<file path="config.mk">
export PLATFORM = sky130hd
export DESIGN_NAME = core_issue_ctrl
export DESIGN_NICKNAME = d
export VERILOG_FILES = /design/src/rtl/core_issue_ctrl_pkg.sv /design/src/rtl/core_issue_ctrl_port_arb.sv /design/src/rtl/core_issue_ctrl.sv
export SDC_FILE = /design/constraint.sdc
export NUM_CORES = 1
export LEC_CHECK = 0
export ABC_CLOCK_PERIOD_IN_PS = 5800
export CAP_MARGIN = 30
export CORE_ASPECT_RATIO = 1.75
export CORE_MARGIN = 2
export CORE_UTILIZATION = 30
export CTS_BUF_LIST = sky130_fd_sc_hd__clkbuf_4 sky130_fd_sc_hd__clkbuf_8 sky130_fd_sc_hd__clkbuf_16
export CTS_CLUSTER_DIAMETER = 50
export DETAILED_ROUTE_END_ITERATION = 12
export GPL_TIMING_DRIVEN = 0
export SLEW_MARGIN = 20
export SYNTH_ARGS = -nofsm -noshare
export SYNTH_HDL_FRONTEND = slang
export SYNTH_SLANG_ARGS = --single-unit
</file>
<file path="constraint.sdc">
create_clock -name clk -period 5.8 [get_ports clk]
set_clock_uncertainty 0.1 [all_clocks]
set_input_delay 0.58 -clock clk [delete_from_list [all_inputs] [get_ports clk]]
set_output_delay 0.58 -clock clk [all_outputs]
set_load 0.01 [all_outputs]
</file>
<file path="src/rtl/core_issue_ctrl_pkg.sv">
// Shared ISA opcode constants, sequencer state encodings and the opcode legality check
// used by the issue controller and its data-port arbiter.
package core_issue_ctrl_pkg;

  localparam logic [11:0] OP_MOVREG = 12'hE1A;
  localparam logic [11:0] OP_MOVNUM = 12'hE3A;
  localparam logic [11:0] OP_SVC    = 12'hEF0;
  localparam logic [11:0] OP_LDR    = 12'hE59;
  localparam logic [11:0] OP_SUBNUM = 12'hE24;
  localparam logic [11:0] OP_SUBREG = 12'hE04;
  localparam logic [11:0] OP_PUSH   = 12'hE52;
  localparam logic [11:0] OP_ADDNUM = 12'hE28;
  localparam logic [11:0] OP_ADDREG = 12'hE08;
  localparam logic [11:0] OP_POP    = 12'hE49;
  localparam logic [11:0] OP_ANDREG = 12'hE00;
  localparam logic [11:0] OP_ANDNUM = 12'hE20;
  localparam logic [11:0] OP_ORREG  = 12'hE18;
  localparam logic [11:0] OP_ORNUM  = 12'hE38;
  localparam logic [11:0] OP_STRREG = 12'hE78;
  localparam logic [11:0] OP_STRNUM = 12'hE58;

  typedef enum logic [2:0] {
    ST_IDLE,
    ST_FETCH,
    ST_ISSUE,
    ST_READBACK,
    ST_DONE,
    ST_DBG
  } state_t;

  typedef enum logic [1:0] {
    OWN_NONE,
    OWN_RB,
    OWN_DBG
  } owner_t;

  // Opcodes live in the low 12 bits; anything with upper bits set is illegal.
  function automatic logic is_legal_op(input logic [31:0] op);
    logic ok;
    ok = 1'b0;
    if (op[31:12] == 20'h0) begin
      case (op[11:0])
        OP_MOVREG, OP_MOVNUM, OP_SVC, OP_LDR, OP_SUBNUM, OP_SUBREG,
        OP_PUSH, OP_ADDNUM, OP_ADDREG, OP_POP, OP_ANDREG, OP_ANDNUM,
        OP_ORREG, OP_ORNUM, OP_STRREG, OP_STRNUM: ok = 1'b1;
        default: ok = 1'b0;
      endcase
    end
    return ok;
  endfunction

  function automatic logic op_is(input logic [31:0] op, input logic [11:0] code);
    return op == {20'h0, code};
  endfunction

endpackage

</file>
<file path="src/rtl/core_issue_ctrl_port_arb.sv">
// Core data-port owner: drives addr/data/wl/rdl for one access of RD_CYCLES cycles,
// either an LDR readback or a debug access, and captures core_dout at the end.
module core_port_arb
  import core_issue_ctrl_pkg::*;
#(
  parameter int RD_CYCLES = 2
) (
  input  logic        clk,
  input  logic        rst_n,
  input  logic        rb_go,
  input  logic [31:0] rb_addr,
  input  logic        dbg_go,
  input  logic        dbg_we,
  input  logic [31:0] dbg_addr,
  input  logic [31:0] dbg_wdata,
  input  logic [31:0] core_dout,
  output logic [31:0] core_addr,
  output logic [31:0] core_data,
  output logic        core_wl,
  output logic        core_rdl,
  output logic        acc_last,
  output logic        dbg_done,
  output logic [31:0] dbg_rdata,
  output logic [31:0] ldr_result
);

  localparam int CW = $clog2(RD_CYCLES) + 1;
  localparam logic [CW-1:0] RD_LAST = CW'(RD_CYCLES - 1);

  owner_t      owner_q, owner_d;
  logic        we_q, we_d;
  logic [31:0] addr_q, addr_d;
  logic [31:0] data_q, data_d;
  logic [CW-1:0] cnt_q, cnt_d;
  logic        dbg_done_q, dbg_done_d;
  logic [31:0] dbg_rdata_q, dbg_rdata_d;
  logic [31:0] ldr_result_q, ldr_result_d;

  assign acc_last = (owner_q != OWN_NONE) && (cnt_q == RD_LAST);

  always_comb begin
    owner_d      = owner_q;
    we_d         = we_q;
    addr_d       = addr_q;
    data_d       = data_q;
    cnt_d        = cnt_q;
    dbg_done_d   = 1'b0;
    dbg_rdata_d  = dbg_rdata_q;
    ldr_result_d = ldr_result_q;
    if (owner_q != OWN_NONE) begin
      if (acc_last) begin
        owner_d = OWN_NONE;
        if (owner_q == OWN_RB) begin
          ldr_result_d = core_dout;
        end else begin
          dbg_done_d = 1'b1;
          if (!we_q) dbg_rdata_d = core_dout;
        end
      end else begin
        cnt_d = cnt_q + 1'b1;
      end
    end
    // The sequencer only issues a go while the port is free, so no preemption here.
    if (rb_go) begin
      owner_d = OWN_RB;
      we_d    = 1'b0;
      addr_d  = rb_addr;
      data_d  = 32'h0;
      cnt_d   = '0;
    end else if (dbg_go) begin
      owner_d = OWN_DBG;
      we_d    = dbg_we;
      addr_d  = dbg_addr;
      data_d  = dbg_wdata;
      cnt_d   = '0;
    end
  end

  always_ff @(posedge clk or negedge rst_n) begin
    if (!rst_n) begin
      owner_q      <= OWN_NONE;
      we_q         <= 1'b0;
      addr_q       <= 32'h0;
      data_q       <= 32'h0;
      cnt_q        <= '0;
      dbg_done_q   <= 1'b0;
      dbg_rdata_q  <= 32'h0;
      ldr_result_q <= 32'h0;
    end else begin
      owner_q      <= owner_d;
      we_q         <= we_d;
      addr_q       <= addr_d;
      data_q       <= data_d;
      cnt_q        <= cnt_d;
      dbg_done_q   <= dbg_done_d;
      dbg_rdata_q  <= dbg_rdata_d;
      ldr_result_q <= ldr_result_d;
    end
  end

  assign core_wl    = (owner_q == OWN_DBG) && we_q;
  assign core_rdl   = (owner_q == OWN_RB) || ((owner_q == OWN_DBG) && !we_q);
  assign core_addr  = (owner_q != OWN_NONE) ? addr_q : 32'h0;
  assign core_data  = core_wl ? data_q : 32'h0;
  assign dbg_done   = dbg_done_q;
  assign dbg_rdata  = dbg_rdata_q;
  assign ldr_result = ldr_result_q;

endmodule

</file>
<file path="src/rtl/core_issue_ctrl.sv">
// Program sequencer for the ARM7 core: fetches entries, holds them on the operand
// ports, performs LDR readback and shares the core data port with a debug master.
module core_issue_ctrl
  import core_issue_ctrl_pkg::*;
#(
  parameter int ADDR_W       = 8,
  parameter int ISSUE_CYCLES = 2,
  parameter int RD_CYCLES    = 2
) (
  input  logic              clk,
  input  logic              rst_n,
  input  logic              start,
  input  logic              halt,
  output logic              prog_req,
  output logic [ADDR_W-1:0] prog_addr,
  input  logic              prog_ack,
  input  logic [127:0]      prog_data,
  output logic [31:0]       opcode,
  output logic [31:0]       oprand1,
  output logic [31:0]       oprand2,
  output logic [31:0]       oprand3,
  output logic [31:0]       core_addr,
  output logic [31:0]       core_data,
  output logic              core_wl,
  output logic              core_rdl,
  input  logic [31:0]       core_dout,
  input  logic              dbg_req,
  input  logic              dbg_we,
  input  logic [31:0]       dbg_addr,
  input  logic [31:0]       dbg_wdata,
  output logic              dbg_done,
  output logic [31:0]       dbg_rdata,
  output logic [31:0]       ldr_result,
  output logic              busy,
  output logic              done,
  output logic              err
);

  localparam int CW = $clog2(ISSUE_CYCLES) + 1;
  localparam logic [CW-1:0] ISSUE_LAST = CW'(ISSUE_CYCLES - 1);

  state_t            state_q, state_d;
  state_t            ret_q, ret_d;
  logic [ADDR_W-1:0] pc_q, pc_d;
  logic [CW-1:0]     cnt_q, cnt_d;
  logic [127:0]      entry_q, entry_d;
  logic              wrap_q, wrap_d;
  logic              err_q, err_d;
  logic              rb_go, dbg_go, goto_fetch, dbg_pending, acc_last;
  logic [31:0]       entry_op;

  assign entry_op = entry_q[127:96];
  // dbg_done is still high the cycle after an access while the requester drops its level.
  assign dbg_pending = dbg_req && !dbg_done;

  always_comb begin
    state_d    = state_q;
    ret_d      = ret_q;
    pc_d       = pc_q;
    cnt_d      = cnt_q;
    entry_d    = entry_q;
    wrap_d     = wrap_q;
    err_d      = err_q;
    rb_go      = 1'b0;
    dbg_go     = 1'b0;
    goto_fetch = 1'b0;
    case (state_q)
      ST_IDLE, ST_DONE: begin
        if (start && !halt) begin
          goto_fetch = 1'b1;
          pc_d       = '0;
          err_d      = 1'b0;
        end else if (dbg_pending) begin
          state_d = ST_DBG;
          ret_d   = state_q;
          dbg_go  = 1'b1;
        end
      end
      ST_FETCH: begin
        if (prog_ack) begin
          pc_d    = pc_q + 1'b1;
          entry_d = prog_data;
          wrap_d  = (pc_q == {ADDR_W{1'b1}});
          cnt_d   = '0;
          if (is_legal_op(prog_data[127:96])) begin
            state_d = ST_ISSUE;
          end else begin
            state_d = ST_DONE;
            err_d   = 1'b1;
          end
        end
      end
      ST_ISSUE: begin
        if (cnt_q == ISSUE_LAST) begin
          if (op_is(entry_op, OP_LDR)) begin
            state_d = ST_READBACK;
            rb_go   = 1'b1;
          end else if (op_is(entry_op, OP_SVC)) begin
            state_d = ST_DONE;
          end else if (wrap_q) begin
            state_d = ST_DONE;
            err_d   = 1'b1;
          end else if (halt) begin
            state_d = ST_DONE;
          end else begin
            goto_fetch = 1'b1;
          end
        end else begin
          cnt_d = cnt_q + 1'b1;
        end
      end
      ST_READBACK: begin
        if (acc_last) begin
          if (wrap_q) begin
            state_d = ST_DONE;
            err_d   = 1'b1;
          end else if (halt) begin
            state_d = ST_DONE;
          end else begin
            goto_fetch = 1'b1;
          end
        end
      end
      ST_DBG: begin
        if (acc_last) state_d = ret_q;
      end
      default: state_d = ST_IDLE;
    endcase
    // Debug may slip in only at fetch entry, before prog_req is raised.
    if (goto_fetch) begin
      if (dbg_pending) begin
        state_d = ST_DBG;
        ret_d   = ST_FETCH;
        dbg_go  = 1'b1;
      end else begin
        state_d = ST_FETCH;
      end
    end
  end

  always_ff @(posedge clk or negedge rst_n) begin
    if (!rst_n) begin
      state_q <= ST_IDLE;
      ret_q   <= ST_IDLE;
      pc_q    <= '0;
      cnt_q   <= '0;
      entry_q <= 128'h0;
      wrap_q  <= 1'b0;
      err_q   <= 1'b0;
    end else begin
      state_q <= state_d;
      ret_q   <= ret_d;
      pc_q    <= pc_d;
      cnt_q   <= cnt_d;
      entry_q <= entry_d;
      wrap_q  <= wrap_d;
      err_q   <= err_d;
    end
  end

  core_port_arb #(.RD_CYCLES(RD_CYCLES)) u_port_arb (
    .clk        (clk),
    .rst_n      (rst_n),
    .rb_go      (rb_go),
    .rb_addr    ({entry_q[94:64], 1'b0}),
    .dbg_go     (dbg_go),
    .dbg_we     (dbg_we),
    .dbg_addr   (dbg_addr),
    .dbg_wdata  (dbg_wdata),
    .core_dout  (core_dout),
    .core_addr  (core_addr),
    .core_data  (core_data),
    .core_wl    (core_wl),
    .core_rdl   (core_rdl),
    .acc_last   (acc_last),
    .dbg_done   (dbg_done),
    .dbg_rdata  (dbg_rdata),
    .ldr_result (ldr_result)
  );

  assign prog_req  = (state_q == ST_FETCH);
  assign prog_addr = pc_q;
  assign opcode    = (state_q == ST_ISSUE) ? entry_q[127:96] : 32'h0;
  assign oprand1   = (state_q == ST_ISSUE) ? entry_q[95:64]  : 32'h0;
  assign oprand2   = (state_q == ST_ISSUE) ? entry_q[63:32]  : 32'h0;
  assign oprand3   = (state_q == ST_ISSUE) ? entry_q[31:0]   : 32'h0;
  assign busy      = (state_q == ST_FETCH) || (state_q == ST_ISSUE) ||
                     (state_q == ST_READBACK) || ((state_q == ST_DBG) && (ret_q == ST_FETCH));
  assign done      = (state_q == ST_DONE);
  assign err       = err_q;

endmodule

</file>
==> reports/qor.txt, run 1 <==
width of the die - 160.6 um
maximum vdd ir drop - 0.0002671 V
cell row count - 100
Fin. Hold Viols - 0
maxcap violations - 0
Final Core Density - 0.4698
Die H - 278.0 um
Finish-stage setup viols - 0
status - finished, final reports clean
clock tree sinks - 280
yosys warns - 0
Final Max Tran Viols - 0
nets - 2151
cells after synthesis - 1375
worst min path class - flop to flop
Routed Wire Length - 51000 um
drt drc - 0
Inst Count DP - 2441
reg2reg path depth - 11
gpl congestion - 0.8854
hpwl dp - 39110 um
cell area after synthesis - 12870 um^2
vias in the first global route - 12920
hold path depth - 2
pwr dens - 449.8 nW/um^2
Post-Syn Nets - 1609
post-CTS sizing - 0
core area - 42420 um^2
fraction of layout cells with a size suffix above 1 - 0.08749
Final Non-Filler Cells - 2515
asr flop ratio synth - 1.000
Post-synth EDFFs - 0
wire per inst - 20.28 um
Final Cycle Share - 0.7260
Skew-Pair Late Insertion Delay - 0.52 ns
Final Critical Period - 4.211 ns
Root Driver - clkbuf_16
Fillers - 4090
Crit Path Max Fanout - 10
initial antenna violation count - 12
Seq/Total Area, Yosys - 0.5445
area grow syn2layout - 54.84%
Yosys top cell area share - 0.5445
Critical Path Start Type - flop
WP data arrival - 3.53 ns
cell accounting for the most synthesized area - dfrtp_1
Vias - 12090
Commonest cells post-synth - nand2_1 (433), dfrtp_1 (280), and3_1 (132), o21ai_0 (84), clkbuf_1 (70)
drt first pass iters - 6
TritonCTS Buffers - 34
drt initial violations - 507
setup slack after placement - 2.038 ns
die area - 44630 um^2
Req. time, crit path - 5.12 ns
first-pass GRT wire length - 77030 um
CTS H-Tree Depth - 2
FF+latch count, synth - 280
GRT Util Overall - 0.2249
top-count cell post-synth - nand2_1
Slew headroom - 0.4489
Initial Util - 0.3034
Slew @ Worst Pin - 0.8059 ns
unrepaired setup endpoints after global routing - false
total congestion overflow - 0
CTS max path bufs - 3
crit end category - primary output
Area after DPL - 18680 um^2
ys flop type - dfrtp_1
PnR Total Power - 8.962 mW
Avg Cell Area, Syn - 9.359 um^2
Synth area leaders - dfrtp_1 (54%), nand2_1 (13%), and3_1 (6.4%)
Reg clk slew, reported paths - 0.06 ns
Lkg Pwr - 9.306 nW
# IOs - 502
synth unique cells - 60
Max Clock Freq - 237.5 MHz
pin count of the biggest net entering global routing - 89
input/output buffers - 501
Final WS setup - 1.589 ns
final hold slack - 0.3667 ns
DR vias/cell - 4.807
Setup CP Type - flop to primary output
final instance area - 19930 um^2
Setup Total Neg Slack - 0 ns
Detail Route Antenna Nets - 0
CTS tree - done
-- metal layers --
| layer | vias to the layer above | global-route usage | part of all wire | routed length (um) |
|---|---|---|---|---|
| met2 | 482 | 0.4198 | 0.54 | 27340 |
| li1 | 5675 | - | - | - |
| met5 | - | 0 | 0.00022 | 11 |
| met3 | 114 | 0.05529 | 0.070 | 3556 |
| met1 | 5816 | 0.2343 | 0.35 | 17860 |
| met4 | 2 | 0.1049 | 0.044 | 2231 |
-- final timing paths --
kind | endpoint | start | slack (ns)
worst max-delay path | oprand1[29] | state_q[0] | 1.59
worst min-delay path | entry_q[59] | entry_q[59] | 0.37
worst max register to register | u_port_arb.data_q[14] | u_port_arb.cnt_q[1] | 2.73
worst min register to register | entry_q[59] | entry_q[59] | 0.37
max in group asynchronous | entry_q[17] | rst_n | 3.96
min in group asynchronous | u_port_arb.data_q[8] | rst_n | 0.43
-- report_power, final --
part / internal, mW / total, mW / switching [mW]
clock network: 1.38 / 2.28 / 0.899
registers: 2.83 / 3.33 / 0.499
logic: 1.63 / 3.36 / 1.73
-- kinds of logic after synthesis --
logic type	share of synthesized area
buf+inv	0.04171
xor+xnor	0.003404
compound gates	0.07496
simple gates	0.2740
mux	0.05853
fa+ha+maj	0.002917
flops	0.5445
-- placed cells by master (no fill, tap or decap), types with 8 or more instances in the layout --
master	n
nor2b_1	28
a221oi_1	9
mux2_2	66
inv_1	29
and2_1	57
and3_1	132
a21oi_1	8
o21ai_0	84
nor4_1	9
nor2_1	34
dfrtp_1	280
clkbuf_16	37
diode_2	11
a221o_1	21
nand3_1	8
clkbuf_1	70
clkdlybuf4s50_1	500
buf_2	22
nand2_1	433
-- cell type report --
| class | instances | area (um^2) | area share |
|---|---|---|---|
| Buffer | 100 | 424.2 | 0.02129 |
| Clock inverter | 16 | 191.4 | 0.009608 |
| Inverter | 30 | 112.6 | 0.005651 |
| Multi-Input combinational cell | 965 | 5331 | 0.2676 |
| Antenna cell | 11 | 27.53 | 0.001381 |
| Tap cell | 561 | 701.9 | 0.03523 |
| Sequential cell | 280 | 7007 | 0.3516 |
| Timing Repair Buffer | 506 | 5117 | 0.2568 |
| Clock buffer | 46 | 1012 | 0.05080 |
-- flip-flops by register name, indices dropped and copies added, names as in the netlist --
| register | count |
|---|---|
| err | 1 |
| prog_addr | 8 |
| u_port_arb.dbg_rdata | 32 |
| state_q | 3 |
| u_port_arb.cnt_q | 2 |
| u_port_arb.we_q | 1 |
| u_port_arb.ldr_result | 32 |
| entry_q | 128 |
| wrap_q | 1 |
| u_port_arb.owner_q | 2 |
| u_port_arb.dbg_done | 1 |
| ret_q | 3 |
| cnt_q | 2 |
| u_port_arb.data_q | 32 |
| u_port_arb.addr_q | 32 |
-- repair_timing --
action                                 in CTS  in global routing
hold buffers                                1                  0
endpoints found under the hold margin      39                  0
setup buffers                               0                  0
-- critical path, cell delays in order, from the launching register on --
cell             delay (ns)
dfrtp_1                0.41
buf_4                  0.19
inv_1                  0.07
clkbuf_1               0.35
clkbuf_1               0.64
clkbuf_1               0.49
and3_1                 0.27
clkdlybuf4s50_1        0.58
No activity file was read; power rests on OpenSTA's default activity.
==> run 2, diff against run 1 <==
ABC_CLOCK_PERIOD_IN_PS = 4200   (was 5800)
clock period = 4.2 ns   (was 5.8 ns; I/O delays follow)
==> run 2 against run 1 <==
Effect of this change:
- via count is essentially flat
- first-iteration DRC count shrank 0.79%
- flip-flop and latch count is the same
- sequential share of layout area is essentially flat
- critical path type unchanged
- sequential power grew 38%
==> reports/qor.txt, run 2 (same netlist as run 1, synthesis figures left out) <==
status - finished, final reports clean
Reg clk slew, reported paths - 0.06 ns (about the same)
CTS tree - done
Root Driver - clkbuf_16
Skew-Pair Late Insertion Delay - 0.52 ns (about the same)
total congestion overflow - 0 (unchanged)
Final Critical Period - 3.859 ns
nets - 2151 (unchanged)
Area after DPL - 18680 um^2 (unchanged)
Req. time, crit path - 3.68 ns (-1.44 ns)
Vias - 12090 (+0.017%)
wire per inst - 20.27 um (about the same)
vias in the first global route - 12920 (unchanged)
unrepaired setup endpoints after global routing - false
Routed Wire Length - 50980 um (about the same)
Crit Path Max Fanout - 10 (unchanged)
Final Core Density - 0.4698 (about the same)
fraction of layout cells with a size suffix above 1 - 0.08801 (+0.0005147)
Final Non-Filler Cells - 2515 (unchanged)
final hold slack - 0.2741 ns (-0.09259 ns)
max FFs per register - 128 (unchanged)
area grow syn2layout - 54.85% (about the same)
commonest cells after routing, fill and taps aside - clkdlybuf4s50_1 (500), nand2_1 (433), dfrtp_1 (280)
crit end category - primary output
maxcap violations - 0 (unchanged)
Detail Route Antenna Nets - 0 (unchanged)
cell mode on critical path - clkbuf_1
core area - 42420 um^2 (unchanged)
Inst Count DP - 2441 (unchanged)
Slew headroom - 0.4503 (+0.001479)
clock tree sinks - 280 (unchanged)
Max Clock Freq - 259.1 MHz
Final Cycle Share - 0.9188
pin count of the biggest net entering global routing - 89 (unchanged)
CP delay by family, top - buffers and inverters
PnR Total Power - 12.37 mW (+38%)
drt drc - 0 (unchanged)
setup slack after placement - 0.5983 ns (-1.440 ns)
CP max-delay cell - clkbuf_1
drt initial violations - 503 (-0.79%)
cell row count - 100 (unchanged)
maximum vdd ir drop - 0.0003689 V (+38%)
pwr dens - 621.0 nW/um^2 (+38%)
CTS H-Tree Depth - 2 (unchanged)
Setup CP Type - flop to primary output
Initial Util - 0.3034 (unchanged)
Worst path max stage delay - 0.61 ns (-0.03 ns)
CTS max path bufs - 3 (unchanged)
width of the die - 160.6 um (unchanged)
Final Max Tran Viols - 0 (unchanged)
die area - 44630 um^2 (unchanged)
WP data arrival - 3.34 ns (-0.19 ns)
Finish-stage setup viols - 0 (unchanged)
hpwl dp - 39110 um (unchanged)
commonest non-fill, non-tap cell in the layout - clkdlybuf4s50_1
input/output buffers - 501 (unchanged)
Setup Total Neg Slack - 0 ns (unchanged)
Fin. Hold Viols - 0 (unchanged)
drt first pass iters - 5 (-1)
Slew @ Worst Pin - 0.8037 ns (-0.002163 ns)
crit-path cells - buf_2 -> and2b_1 -> clkbuf_1 -> clkbuf_1 -> and3_1 -> clkdlybuf4s50_1
Final WS setup - 0.3412 ns (-1.248 ns)
gpl congestion - 0.8854 (unchanged)
worst min path class - input pin to async pin
GRT Util Overall - 0.2249 (unchanged)
WP buf/inv - 4 (-2)
Die H - 278.0 um (unchanged)
Critical Path Start Type - flop
final instance area - 19930 um^2 (about the same)
DR vias/cell - 4.808 (about the same)
initial antenna violation count - 12 (unchanged)
Lkg Pwr - 9.309 nW (about the same)
register with the most flip-flops - entry_q
TritonCTS Buffers - 34 (unchanged)
first-pass GRT wire length - 77030 um (unchanged)
# IOs - 502 (unchanged)
run 2: changes by cell type in the layout (fill, tap and decap cells not counted):
| cell | change |
|---|---|
| clkbuf_1 | -1 |
| clkbuf_2 | +1 |
run 2: metal layers:
layer	track usage	wire length, um	vias to the layer above
met5	0	11	-
li1	-	-	5677
met1	0.2343	17840	5821
met4	0.1049	2217	2
met2	0.4198	27340	479
met3	0.05529	3564	112
run 2: path summary, 6_finish.rpt:
| check | slack [ns] | end | depth (start not counted) | from |
|---|---|---|---|---|
| max | 0.34 | oprand1[29] | 6 | state_q[2] |
| min | 0.27 | u_port_arb.data_q[8] | 2 | rst_n |
| max reg2reg | 1.17 | u_port_arb.data_q[14] | 11 | u_port_arb.cnt_q[1] |
| min reg2reg | 0.37 | entry_q[59] | 2 | entry_q[59] |
| max in group asynchronous | 2.52 | entry_q[17] | 4 | rst_n |
| min in group clk | 0.32 | entry_q[79] | 3 | prog_data[79] |
run 2: area by class of cell:
cell class	count	area, um^2
clock inverters	16	191.4
fillers	4089	22490
inverters	30	112.6
well taps	561	701.9
plain buffers	100	425.4
flip-flops and latches	280	7007
repair buffers	506	5117
clock buffers	46	1012
diodes	11	27.53
multi-input cells	965	5331
run 2: repair_timing:
item | 4_1_cts | 5_1_grt
endpoints found under the hold margin | 39 | 0
setup endpoints to repair | 0 | 19
buffers inserted | 0 | 0
resized for setup | 0 | 3
hold buffers | 1 | 0
run 2: worst reg2reg max path: cells and delay by family (launching register included):
family	cells	cell delay, ns
buf+inv	4	1.09
flops	1	0.37
simple gates	2	0.67
fa+ha+maj	1	0.12
compound gates	4	0.61
run 2: report_power, final:
group | switching (mW) | internal (mW)
logic | 2.39 | 2.25
registers | 0.689 | 3.90
clock network | 1.24 | 1.90
total | 4.32 | 8.06
